### config.mk
export PLATFORM = sky130hd
export DESIGN_NAME = uart_freq_rx
export DESIGN_NICKNAME = d
export VERILOG_FILES = /design/src/rtl/uart_freq_rx.sv
export SDC_FILE = /design/constraint.sdc
export NUM_CORES = 1
export LEC_CHECK = 0
export CORE_ASPECT_RATIO = 0.7
export CORE_MARGIN = 1
export CORE_UTILIZATION = 39
export DETAILED_ROUTE_END_ITERATION = 8
export HOLD_SLACK_MARGIN = 0.02
export PLACE_DENSITY = 0.67
export SETUP_SLACK_MARGIN = 0.02
export SKIP_CTS_REPAIR_TIMING = 1
export SYNTH_ARGS = -nofsm -noshare
export SYNTH_HDL_FRONTEND = slang
export SYNTH_SLANG_ARGS = --single-unit
### constraint.sdc
create_clock -name clk -period 5.24 [get_ports clk]
set_input_delay 1.048 -clock clk [delete_from_list [all_inputs] [get_ports clk]]
set_output_delay 1.048 -clock clk [all_outputs]
set_load 0.02 [all_outputs]
### src/rtl/uart_freq_rx.sv
// uart_freq_rx: 8N1 UART receiver that reassembles the meter's 6-byte frame (AA, F[31:0], XOR) into freq_hz.
module uart_freq_rx #(
  parameter int CLK_FREQ     = 50_000_000,
  parameter int BAUD         = 115200,
  parameter int TIMEOUT_BITS = 20
) (
  input  logic        clk,
  input  logic        rst_n,
  input  logic        uart_rx,
  output logic [7:0]  rx_data,
  output logic        rx_valid,
  output logic        rx_ferr,
  output logic [31:0] freq_hz,
  output logic        freq_valid,
  output logic        frame_err
);
  localparam int CPB  = CLK_FREQ / BAUD;
  localparam int HALF = CPB / 2;
  localparam int TMO  = TIMEOUT_BITS * CPB;
  localparam int CW   = $clog2(CPB + 1);
  localparam int TW   = $clog2(TMO + 1);

  typedef enum logic [2:0] {IDLE, START, DATA, STOP, WAIT_HIGH} bit_t;
  typedef enum logic [1:0] {HDR, PAY, CHK} par_t;

  bit_t        bs;
  par_t        ps;
  logic [1:0]  sync;
  logic        rx;
  logic [CW-1:0] cnt;
  logic [2:0]  idx;
  logic [7:0]  sh;
  logic [1:0]  bidx;
  logic [31:0] acc;
  logic [7:0]  x;
  logic [TW-1:0] tcnt;

  assign rx = sync[1];

  always_ff @(posedge clk) begin
    if (!rst_n) begin
      sync     <= 2'b11;
      bs       <= IDLE;
      cnt      <= '0;
      idx      <= '0;
      sh       <= '0;
      rx_data  <= '0;
      rx_valid <= 1'b0;
      rx_ferr  <= 1'b0;
    end else begin
      sync     <= {sync[0], uart_rx};
      rx_valid <= 1'b0;
      rx_ferr  <= 1'b0;
      case (bs)
        IDLE: if (!rx) begin
          cnt <= '0;
          bs  <= START;
        end
        START: if (cnt == CW'(HALF - 1)) begin
          cnt <= '0;
          idx <= '0;
          bs  <= rx ? IDLE : DATA;
        end else cnt <= cnt + 1'b1;
        DATA: if (cnt == CW'(CPB - 1)) begin
          cnt <= '0;
          sh  <= {rx, sh[7:1]};
          idx <= idx + 1'b1;
          if (idx == 3'd7) bs <= STOP;
        end else cnt <= cnt + 1'b1;
        // Stop sampled mid-bit leaves half a bit to catch a back-to-back start edge
        STOP: if (cnt == CW'(CPB - 1)) begin
          cnt <= '0;
          if (rx) begin
            rx_data  <= sh;
            rx_valid <= 1'b1;
            bs       <= IDLE;
          end else begin
            rx_ferr <= 1'b1;
            bs      <= WAIT_HIGH;
          end
        end else cnt <= cnt + 1'b1;
        WAIT_HIGH: if (rx) bs <= IDLE;
        default: bs <= IDLE;
      endcase
    end
  end

  always_ff @(posedge clk) begin
    if (!rst_n) begin
      ps         <= HDR;
      bidx       <= '0;
      acc        <= '0;
      x          <= '0;
      tcnt       <= '0;
      freq_hz    <= '0;
      freq_valid <= 1'b0;
      frame_err  <= 1'b0;
    end else begin
      freq_valid <= 1'b0;
      frame_err  <= 1'b0;
      tcnt       <= (ps == HDR || rx_valid) ? '0 : tcnt + 1'b1;
      // A byte arriving in the expiry cycle takes precedence over the timeout
      if (rx_valid) begin
        case (ps)
          HDR: if (rx_data == 8'hAA) begin
            ps   <= PAY;
            bidx <= '0;
            acc  <= '0;
            x    <= '0;
          end
          PAY: begin
            acc  <= {acc[23:0], rx_data};
            x    <= x ^ rx_data;
            bidx <= bidx + 1'b1;
            if (bidx == 2'd3) ps <= CHK;
          end
          CHK: begin
            if (rx_data == x) begin
              freq_hz    <= acc;
              freq_valid <= 1'b1;
            end else frame_err <= 1'b1;
            ps <= HDR;
          end
          default: ps <= HDR;
        endcase
      end else if (ps != HDR && (rx_ferr || tcnt == TW'(TMO))) begin
        frame_err <= 1'b1;
        acc       <= '0;
        x         <= '0;
        ps        <= HDR;
      end
    end
  end
endmodule
* Word-level counts from Yosys, hierarchy flattened
Index checks and enable logic that the tools add are counted.
** Storage, ports and cells
- Register bits :: 127
- Input bits :: 3
- Word-level logic and storage cells :: 106
** Operators by class
- Add/sub/neg operators :: 4
- Equal/unequal tests :: 23
- Multiplexer cells :: 38
- Bitwise operators :: 2
- Reduce and logical (&&, ||, !) cells :: 23
** Operators with widths (number)
- $mux 32 :: 3
- $pmux 32 s2 :: 1
- $mux 3 :: 9
- $mux 9 :: 3
- $pmux 9 s3 :: 1
- $mux 8 :: 3
- $reduce_and 3->1 :: 8
- $pmux 8 s2 :: 1
- $pmux 3 s5 :: 1
- $add 14x1->14 const B :: 1
- $eq 14x14->1 const B :: 1
- $mux 2 :: 6
- $ne 2x2->1 const B :: 6
- $add 9x1->9 const B :: 1
- $eq 9x8->1 const B :: 1
- $eq 9x9->1 const B :: 1
- $eq 8x8->1 :: 1
- $eq 8x8->1 const B :: 1
- $pmux 2 s2 :: 2
- $reduce_bool 2->1 :: 4
- $xor 8x8->8 :: 1
- $mux 1 :: 7
- $eq 3x2->1 const B :: 2
- $eq 3x3->1 const B :: 2
- 19 further kinds :: 23

* Longest topological paths before layout
Gate-level depths: netlist of run 1.
- Word-level depth :: 5
- Depth in mapped cells :: 8
- Depth with buffers taken out :: 6

* Worst setup path after synthesis of run 1
OpenSTA, ideal clock, no wires.
- Kind :: in2reg
- Start :: in rst_n
- End :: reg x[0]
- Arrival :: 2056 ps
- Required time :: 5170 ps
- Path slack :: 3114 ps
- Cell stages on the path :: 5
- Buffers on the path :: 3
- Path through :: clkbuf_1 clkbuf_1 clkbuf_1 o21ai_0 a21oi_1
** RTL lines
- from (decl) :: RTL line 8 : input logic rst_n,
- to (signal assigned) :: RTL line 113 : x <= x ^ rx_data;
- to (decl) :: RTL line 35 : logic [7:0] x;

* Worst setup path in the final report of run 1
- Start :: reg rx_valid
- End :: out rx_valid
** RTL lines
- from (decl) :: RTL line 11 : output logic rx_valid,
- from (signal assigned) :: RTL line 48 : rx_valid <= 1'b0;
- from (signal assigned) :: RTL line 52 : rx_valid <= 1'b0;
- from (signal assigned) :: RTL line 75 : rx_valid <= 1'b1;
No word-level cell between the ends.

==> results of run 1 <==
==> layout by cell type, fill, tap and decap left out, drive strengths merged, types with 4 or more instances in the layout <==
master and n:
dfxtp 127, nand2 79, mux2i 49, clkdlybuf4s50 45, nor2 40, a21oi 24
o22ai 24, o21ai 22, nand3 18, clkbuf 18, inv 18, xnor2 11
and2 9, o211ai 9, o21a 8, nand4 8, ha 8, o2bb2ai 7
xor2 6, nor3 6, nand2b 5, or4 5, buf 5, nand4b 4
or3 4, nor4 4, a211oi 4
==> Yosys cell counts, types with 2 or more instances <==
| library cell | instances |
|---|---|
| sky130_fd_sc_hd__nor4_1 | 4 |
| sky130_fd_sc_hd__nand2b_1 | 5 |
| sky130_fd_sc_hd__dfxtp_1 | 127 |
| sky130_fd_sc_hd__or3_1 | 4 |
| sky130_fd_sc_hd__nand4_1 | 8 |
| sky130_fd_sc_hd__nor2_1 | 40 |
| sky130_fd_sc_hd__o211ai_1 | 9 |
| sky130_fd_sc_hd__and3_1 | 2 |
| sky130_fd_sc_hd__a31oi_1 | 2 |
| sky130_fd_sc_hd__and2_1 | 9 |
| sky130_fd_sc_hd__nor2b_1 | 2 |
| sky130_fd_sc_hd__o22ai_1 | 24 |
| sky130_fd_sc_hd__inv_1 | 12 |
| sky130_fd_sc_hd__xnor2_1 | 11 |
| sky130_fd_sc_hd__nand2_1 | 79 |
| sky130_fd_sc_hd__o21ai_0 | 21 |
| sky130_fd_sc_hd__nor4bb_1 | 3 |
| sky130_fd_sc_hd__and4_1 | 2 |
| sky130_fd_sc_hd__or3b_2 | 3 |
| sky130_fd_sc_hd__a21oi_1 | 24 |
| sky130_fd_sc_hd__nor3_1 | 5 |
| sky130_fd_sc_hd__mux2i_1 | 49 |
| sky130_fd_sc_hd__or4_1 | 5 |
| sky130_fd_sc_hd__a21o_1 | 2 |
| sky130_fd_sc_hd__buf_2 | 10 |
| sky130_fd_sc_hd__xor2_1 | 6 |
| sky130_fd_sc_hd__nand4b_1 | 4 |
| sky130_fd_sc_hd__clkbuf_1 | 26 |
| sky130_fd_sc_hd__o21a_1 | 8 |
| sky130_fd_sc_hd__o2bb2ai_1 | 7 |
| sky130_fd_sc_hd__or2_2 | 3 |
| sky130_fd_sc_hd__nand3_1 | 18 |
| sky130_fd_sc_hd__ha_1 | 8 |
| sky130_fd_sc_hd__o311a_1 | 2 |
| sky130_fd_sc_hd__a211oi_1 | 4 |
==> registers in the layout (all words and copies together) (netlist names) <==
name	cells
acc	32
bidx	2
bs	3
cnt	9
frame_err	1
freq_hz	32
freq_valid	1
idx	3
ps	2
rx_data	8
rx_ferr	1
rx_valid	1
sh	8
sync	2
tcnt	14
x	8
==> metal layers <==
| layer | share of wire | vias to the layer above | wire, um |
|---|---|---|---|
| li1 | - | 2071 | - |
| met1 | 0.51 | 1940 | 5759 |
| met2 | 0.45 | 45 | 5090 |
| met3 | 0.028 | 7 | 310 |
| met4 | 0.0062 | 0 | 70 |
| met5 | 0 | - | 0 |
==> kinds of logic (layout without fill, tap and decap cells) <==
group	Yosys count	in the layout	synth area share
multiplexers	49	49	0.09407
adder cells (fa/ha/maj)	8	8	0.01920
AND/OR/NAND/NOR	202	202	0.1937
AO/OA/AOI/OAI	113	113	0.1399
XOR/XNOR	17	17	0.02856
flip-flops	127	127	0.4876
buffers and inverters	48	94	0.03696
==> worst paths after layout <==
check / startpoint / endpoint / depth (start not counted)
worst max register to register: bs[0]$_SDFFE_PN0P_ / cnt[5]$_SDFFE_PN0P_ / 4
worst min-delay path: sync[0]$_SDFF_PN1_ / sync[1]$_SDFF_PN1_ / 1
worst max-delay path: rx_valid$_SDFF_PN0_ / rx_valid / 1
worst min register to register: sync[0]$_SDFF_PN1_ / sync[1]$_SDFF_PN1_ / 1
==> final cells by class <==
cell class / instances / share of cell area
timing repair buffer: 50 / 0.07621
clock buffer: 18 / 0.06895
sequential: 127 / 0.3991
clock inverter: 14 / 0.02416
multi-input combinational: 389 / 0.3927
inverter: 12 / 0.007071
tap: 162 / 0.03182
==> metrics by stage <==
| step | area (um2) | instances | hold WS (ns) | setup slack (ns) | power (uW) |
|---|---|---|---|---|---|
| 6_report | 6370 | 772 | 0.4034 | 2.485 | 2177 |
| 2_1_floorplan | 5214 | 564 | 0.3863 | 3.114 | 1014 |
| 3_5_place_dp | 5777 | 740 | 0.3918 | 2.401 | 1021 |
| 4_1_cts | 6370 | 772 | 0.4055 | 2.456 | 2198 |
| 5_1_grt | 6370 | 772 | 0.4219 | 2.390 | 2247 |
| 3_3_place_gp | 5777 | 740 | 0.3941 | 2.413 | 1020 |
==> power by group through the flow <==
stage | Sequential, uW | Combinational, uW | Clock [uW]
2_1_floorplan | 990 | 23.6 | 0
4_1_cts | 970 | 28.9 | 1200
6_report | 971 | 29.1 | 1180
3_5_place_dp | 992 | 28.9 | 0
3_3_place_gp | 992 | 28.0 | 0
5_1_grt | 971 | 32.6 | 1240
==> results by group, run 1 <==
Finish
  • Synthesis-to-finish area growth: 22.17%
  • Number of antenna cells inserted: 0
  • Share of cells above drive strength 1: 0.07869
  • Count of nets after finishing: 608
  • # fillers: 1138
  • Seq. cell area: 0.002542 mm2
  • Area of the multi-input gates: 0.002501 mm2
  • Post-layout utilization of the core: 0.5008

Synth
  • Synth area leader: sky130_fd_sc_hd__dfxtp_1
  • Mapped Area: 0.005214 mm2
  • Leading cell types by total area after synthesis: sky130_fd_sc_hd__dfxtp_1, sky130_fd_sc_hd__mux2i_1, sky130_fd_sc_hd__nand2_1
  • Portion of synthesized cell area occupied by the leading cell type: 0.4876
  • Share of the yosys chip area belonging to registers: 0.4876
  • Nets in the synthesized netlist: 575
  • Synthesized area divided by synthesized cell count: ~9.2 um2
  • Post-Syn Instances: 564
  • Main synth FF type: sky130_fd_sc_hd__dfxtp_1
  • Distinct cells, synth: a little over 50
  • Post-synth ARST share: 0
  • Synth warnings: 0
  • Flop and latch count out of synthesis: 127
  • Post-synth EDFFs: 0

Drt
  • Remaining antenna violation count: 0
  • Post-route DRC violation count: 0
  • Detailed-route wire length per cell: 14.55 um
  • Total routed wirelength: 11230 um
  • Number of optimization iterations in the first detailed-route pass: 5
  • Vias post-DR: 4063
  • 1st-iter DRT viols: 246
  • Average via count per standard cell: 5.263

Timing
  • RSZ-0062 raised after global routing: no
  • Worst slew margin relative to its limit: 0.2867
  • Share of the cycle needed by the critical path after routing: 0.5258
  • Total of endpoints with negative setup slack in the final report: 0
  • F_max: 362.9 MHz
  • Final number of hold-violating endpoints: 0
  • Sum Neg Setup Slack: 0 ns
  • Max-slew violation count: 0
  • Clock tree skew after final layout: 0.01158 ns
  • Minimum clock period after layout: 2.755 ns
  • Worst-Margin Slew: around 1.1 ns

Power and ir drop
  • Reg power frac: 0.446
  • Psw: approximately 480 uW
  • Worst vdd rail ir drop: 203.1 uV
  • Combinational Power Share: 0.013
  • Clock power frac: 0.541
  • Net switching share of the total power: 0.2218
  • Static leakage power: 0.002142 uW
  • Power per cell area: 341.8 mW/mm2
  • Internal power: 1694 uW

Floorplan
  • Chip height: 98.74 um
  • Width of the die: about 140 um
  • Die area: roughly 0.014 mm2
  • Ports placed on the boundary: 47
  • Starting utilization of the core area: 0.4099
  • Number of cell rows: 34
  • Std-Cell Core Area: 0.01272 mm2

Setup path
  • Delay of the slowest cell on the worst path: 0.70 ns
  • Launching element type of the critical path: register
  • Data arrival time at the worst-slack endpoint: between 1.5 and 2 ns
  • Type of element capturing the critical path: primary output
  • Data required time at the worst endpoint: 4.19 ns
  • Series of cell instances along the critical path: clkdlybuf4s50_1
  • Worst path bufs/invs: 1
  • CP max-delay cell: sky130_fd_sc_hd__clkdlybuf4s50_1
  • Flop-to-flop setup slack: around 2.7 ns
  • Top Family by Delay on Critical Path: buffers and inverters
  • Maximum fanout encountered on the critical timing path: 12
  • Category of the most critical setup path: reg2out

GRT
  • Met1 usage in global routing: 0.2300
  • Maximum number of pins on one net before global-route repair: slightly below 70
  • Fraction of met2 tracks used by global routing: 0.2612
  • Met3 demand-to-capacity share in global routing: 0.04762
  • Grt total ovfl: 0
  • Busiest metal layer after global routing: met2
  • Global-route wire length before repair: 18620 um
  • Initial antenna violation count: 0
  • Overall fraction of global-route tracks in use: 0.1697
  • Number of global-route vias before repair: roughly 3800

Clock tree
  • Clock-pin slew of the registers on the worst-case setup and hold paths: 0.06 ns
  • Root Driver: sky130_fd_sc_hd__clkbuf_16
  • Clock tree from TritonCTS: yes
  • Clock tree buffer depth: 2
  • Clock latency of the later-clocked register in the worst-skew pair: about 0.4 ns
  • Maximum level of the CTS H-tree: 4
  • Total CTS buffers: 17
  • TritonCTS sink count: about 130

Place
  • Count of buffers inserted at the top-level ports: 46
  • Detailed placer's ending HPWL: between 7000 and 8000 um
  • Final estimated routing congestion in global placement: between 0.7 and 0.8

Status
  • Outcome: complete, no violations

Job
  • Max-cap violations: 0

Worst hold path
  • Worst min-delay path category: reg2reg
Note: power is estimated with default switching activity, not from simulation.
==> run 2: changes to the inputs <==
==> constraint.sdc (replaced) <==
create_clock -name clk -period 2.55 [get_ports clk]
set_input_delay 0.51 -clock clk [delete_from_list [all_inputs] [get_ports clk]]
set_output_delay 0.51 -clock clk [all_outputs]
set_load 0.02 [all_outputs]
==> results by group, run 2 (synthesis gave the netlist of run 1 again) <==
Clock tree
  • Clock latency of the later-clocked register in the worst-skew pair: 0.41 ns (about the same)
  • Clock-pin slew of the registers on the worst-case setup and hold paths: 0.06 ns (about the same)
  • Clock tree from TritonCTS: yes (unchanged)
  • Root Driver: sky130_fd_sc_hd__clkbuf_16 (unchanged)
  • Total CTS buffers: 17 (unchanged)
  • TritonCTS sink count: 127 (unchanged)
  • Clock tree buffer depth: 2 (unchanged)
  • Maximum level of the CTS H-tree: 4 (unchanged)

Timing
  • F_max: 440.7 MHz
  • Worst hold slack: 0.4270 ns (was 0.4034 ns)
  • Worst-Margin Slew: 0.6595 ns (was 1.065 ns)
  • Share of the cycle needed by the critical path after routing: 0.8899
  • Worst slew margin relative to its limit: 0.5599 (was 0.2867)
  • Max-slew violation count: 0 (unchanged)
  • Final number of hold-violating endpoints: 0 (unchanged)
  • Clock tree skew after final layout: 0.008156 ns (was 0.01158 ns)
  • RSZ-0062 raised after global routing: no (unchanged)
  • Total of endpoints with negative setup slack in the final report: 0 (unchanged)
  • Minimum clock period after layout: 2.269 ns
  • Sum Neg Setup Slack: 0 ns (unchanged)

Power and ir drop
  • Internal power: 3459 uW (was 1694 uW)
  • Psw: 983.2 uW (was 482.8 uW)
  • Worst vdd rail ir drop: 425.8 uV (was 203.1 uV)
  • Combinational Power Share: 0.014 (was 0.013)
  • Net switching share of the total power: 0.2213 (was 0.2218)
  • Clock power frac: 0.537 (was 0.541)
  • Reg power frac: 0.449 (was 0.446)
  • Static leakage power: 0.002164 uW (was 0.002142 uW)
  • Power per cell area: 692.8 mW/mm2 (was 341.8 mW/mm2)

Drt
  • Vias post-DR: 4208 (was 4063)
  • Remaining antenna violation count: 0 (unchanged)
  • Detailed-route wire length per cell: 14.87 um (was 14.55 um)
  • Number of optimization iterations in the first detailed-route pass: 4 (was 5)
  • Post-route DRC violation count: 0 (unchanged)
  • Average via count per standard cell: 5.416 (was 5.263)
  • 1st-iter DRT viols: 190 (was 246)
  • Total routed wirelength: 11560 um (was 11230 um)

Place
  • Count of buffers inserted at the top-level ports: 46 (unchanged)
  • Detailed placer's ending HPWL: 7796 um (was 7390 um)
  • Final estimated routing congestion in global placement: 0.7875 (was 0.7684)

Finish
  • Most common cell after layout, fill and taps aside: sky130_fd_sc_hd__dfxtp_1 (unchanged)
  • Share of cells above drive strength 1: 0.08455 (was 0.07869)
  • Post-layout utilization of the core: 0.5041 (was 0.5008)
  • Most frequent cells in the layout: sky130_fd_sc_hd__dfxtp_1, sky130_fd_sc_hd__nand2_1, sky130_fd_sc_hd__mux2i_1, sky130_fd_sc_hd__clkdlybuf4s50_1, sky130_fd_sc_hd__nor2_1 (unchanged)
  • Area of the multi-input gates: 0.002501 mm2 (unchanged)
  • Count of nets after finishing: 613 (was 608)
  • Seq. cell area: 0.002542 mm2 (unchanged)
  • Regs by FF count: acc: 32 flops, freq_hz: 32 flops, tcnt: 14 flops (unchanged)
  • # fillers: 1140 (was 1138)
  • Number of antenna cells inserted: 0 (unchanged)
  • Synthesis-to-finish area growth: 22.99% (was 22.17%)

Setup path
  • Number of stages on the worst setup path: 1 (unchanged)
  • Flop-to-flop setup slack: 0.42 ns (was 2.74 ns)
  • Category of the most critical setup path: reg2out (unchanged)
  • Type of element capturing the critical path: primary output (unchanged)
  • Delay of the slowest cell on the worst path: 0.70 ns (about the same)
  • Critical path launch point: rx_valid$_SDFF_PN0_ (unchanged)
  • Series of cell instances along the critical path: clkdlybuf4s50_1 (unchanged)
  • Maximum fanout encountered on the critical timing path: 12 (unchanged)
  • Data required time at the worst endpoint: 2.04 ns (was 4.19 ns)
  • Logic depth of the worst register-to-register path: 5 (was 4)
  • Data arrival time at the worst-slack endpoint: 1.76 ns (was 1.71 ns)
  • Critical R2R Launch: rx_data[3]$_SDFFE_PN0P_ (was bs[0]$_SDFFE_PN0P_)
  • Crit Reg-Reg Endpoint: acc[13]$_SDFFE_PN0P_ (was cnt[5]$_SDFFE_PN0P_)
  • Launching element type of the critical path: register (unchanged)
  • CP max-delay cell: sky130_fd_sc_hd__clkdlybuf4s50_1 (unchanged)
  • Top Family by Delay on Critical Path: buffers and inverters (unchanged)
  • Worst path bufs/invs: 1 (unchanged)

Floorplan
  • Ports placed on the boundary: 47 (unchanged)
  • Number of cell rows: 34 (unchanged)
  • Std-Cell Core Area: 0.01272 mm2 (unchanged)
  • Starting utilization of the core area: 0.4099 (unchanged)
  • Chip height: 98.74 um (unchanged)
  • Die area: 0.01384 mm2 (unchanged)
  • Width of the die: 140.2 um (unchanged)

GRT
  • Overall fraction of global-route tracks in use: 0.1739 (was 0.1697)
  • Grt total ovfl: 0 (unchanged)
  • Number of global-route vias before repair: 3968 (was 3758)
  • Maximum number of pins on one net before global-route repair: 60 (was 69)
  • Global-route wire length before repair: 19140 um (was 18620 um)
  • Initial antenna violation count: 0 (unchanged)

Worst hold path
  • Worst hold stages: 1 (unchanged)
  • Worst min-delay path category: reg2reg (unchanged)
  • Hold Crit Endpoint: sync[1]$_SDFF_PN1_ (unchanged)
  • Source of the worst hold timing path: sync[0]$_SDFF_PN1_ (unchanged)

Job
  • Max-cap violations: 0 (unchanged)

Status
  • Outcome: complete, no violations (unchanged)
run 2: cell count changes in the layout (fill, tap and decap cells not counted), sizes merged:
cell	before	now
buf	5	10
clkinv	3	4
inv	18	17
run 2: worst max path at each step:
stage                           endpoint  slack (ns)
floorplan            idx[2]$_SDFFE_PN0P_        0.63
global placement       x[6]$_SDFFE_PN0P_        0.55
detailed placement   idx[2]$_SDFFE_PN0P_        0.46
CTS                             rx_valid        0.28
global route        acc[12]$_SDFFE_PN0P_        0.22
finish                          rx_valid        0.28
run 2: cell type report:
cell class / instances / share of cell area
inverter: 12 / 0.007024
sequential: 127 / 0.3965
clock inverter: 14 / 0.02439
tap: 162 / 0.03161
timing repair buffer: 55 / 0.08351
clock buffer: 18 / 0.06693
multi-input combinational: 389 / 0.3900
run 2: per-layer routing:
layer | global-route usage | part of all wire
met1 | 0.2319 | 0.50
met2 | 0.2692 | 0.45
met3 | 0.03984 | 0.035
met4 | 0.07777 | 0.016
met5 | 0 | 0
run 2: per-stage QoR:
step	cells	cell area, um2	setup WS, ns	total power, uW
after floorplan	564	5214	0.6347	2083
after global placement	745	5827	0.5493	2099
after detailed placement	745	5827	0.4583	2101
after CTS	777	6412	0.2850	4477
after global routing	777	6412	0.2202	4574
final	777	6412	0.2808	4443
run 2: power groups by stage:
| stage | logic (uW) | registers, uW | clock network, uW |
|---|---|---|---|
| 2_1_floorplan | 48.6 | 2030 | 0 |
| 3_3_place_gp | 60.9 | 2040 | 0 |
| 3_5_place_dp | 62.8 | 2040 | 0 |
| 4_1_cts | 62.9 | 1990 | 2420 |
| 5_1_grt | 70.5 | 2000 | 2510 |
| 6_report | 62.8 | 2000 | 2380 |
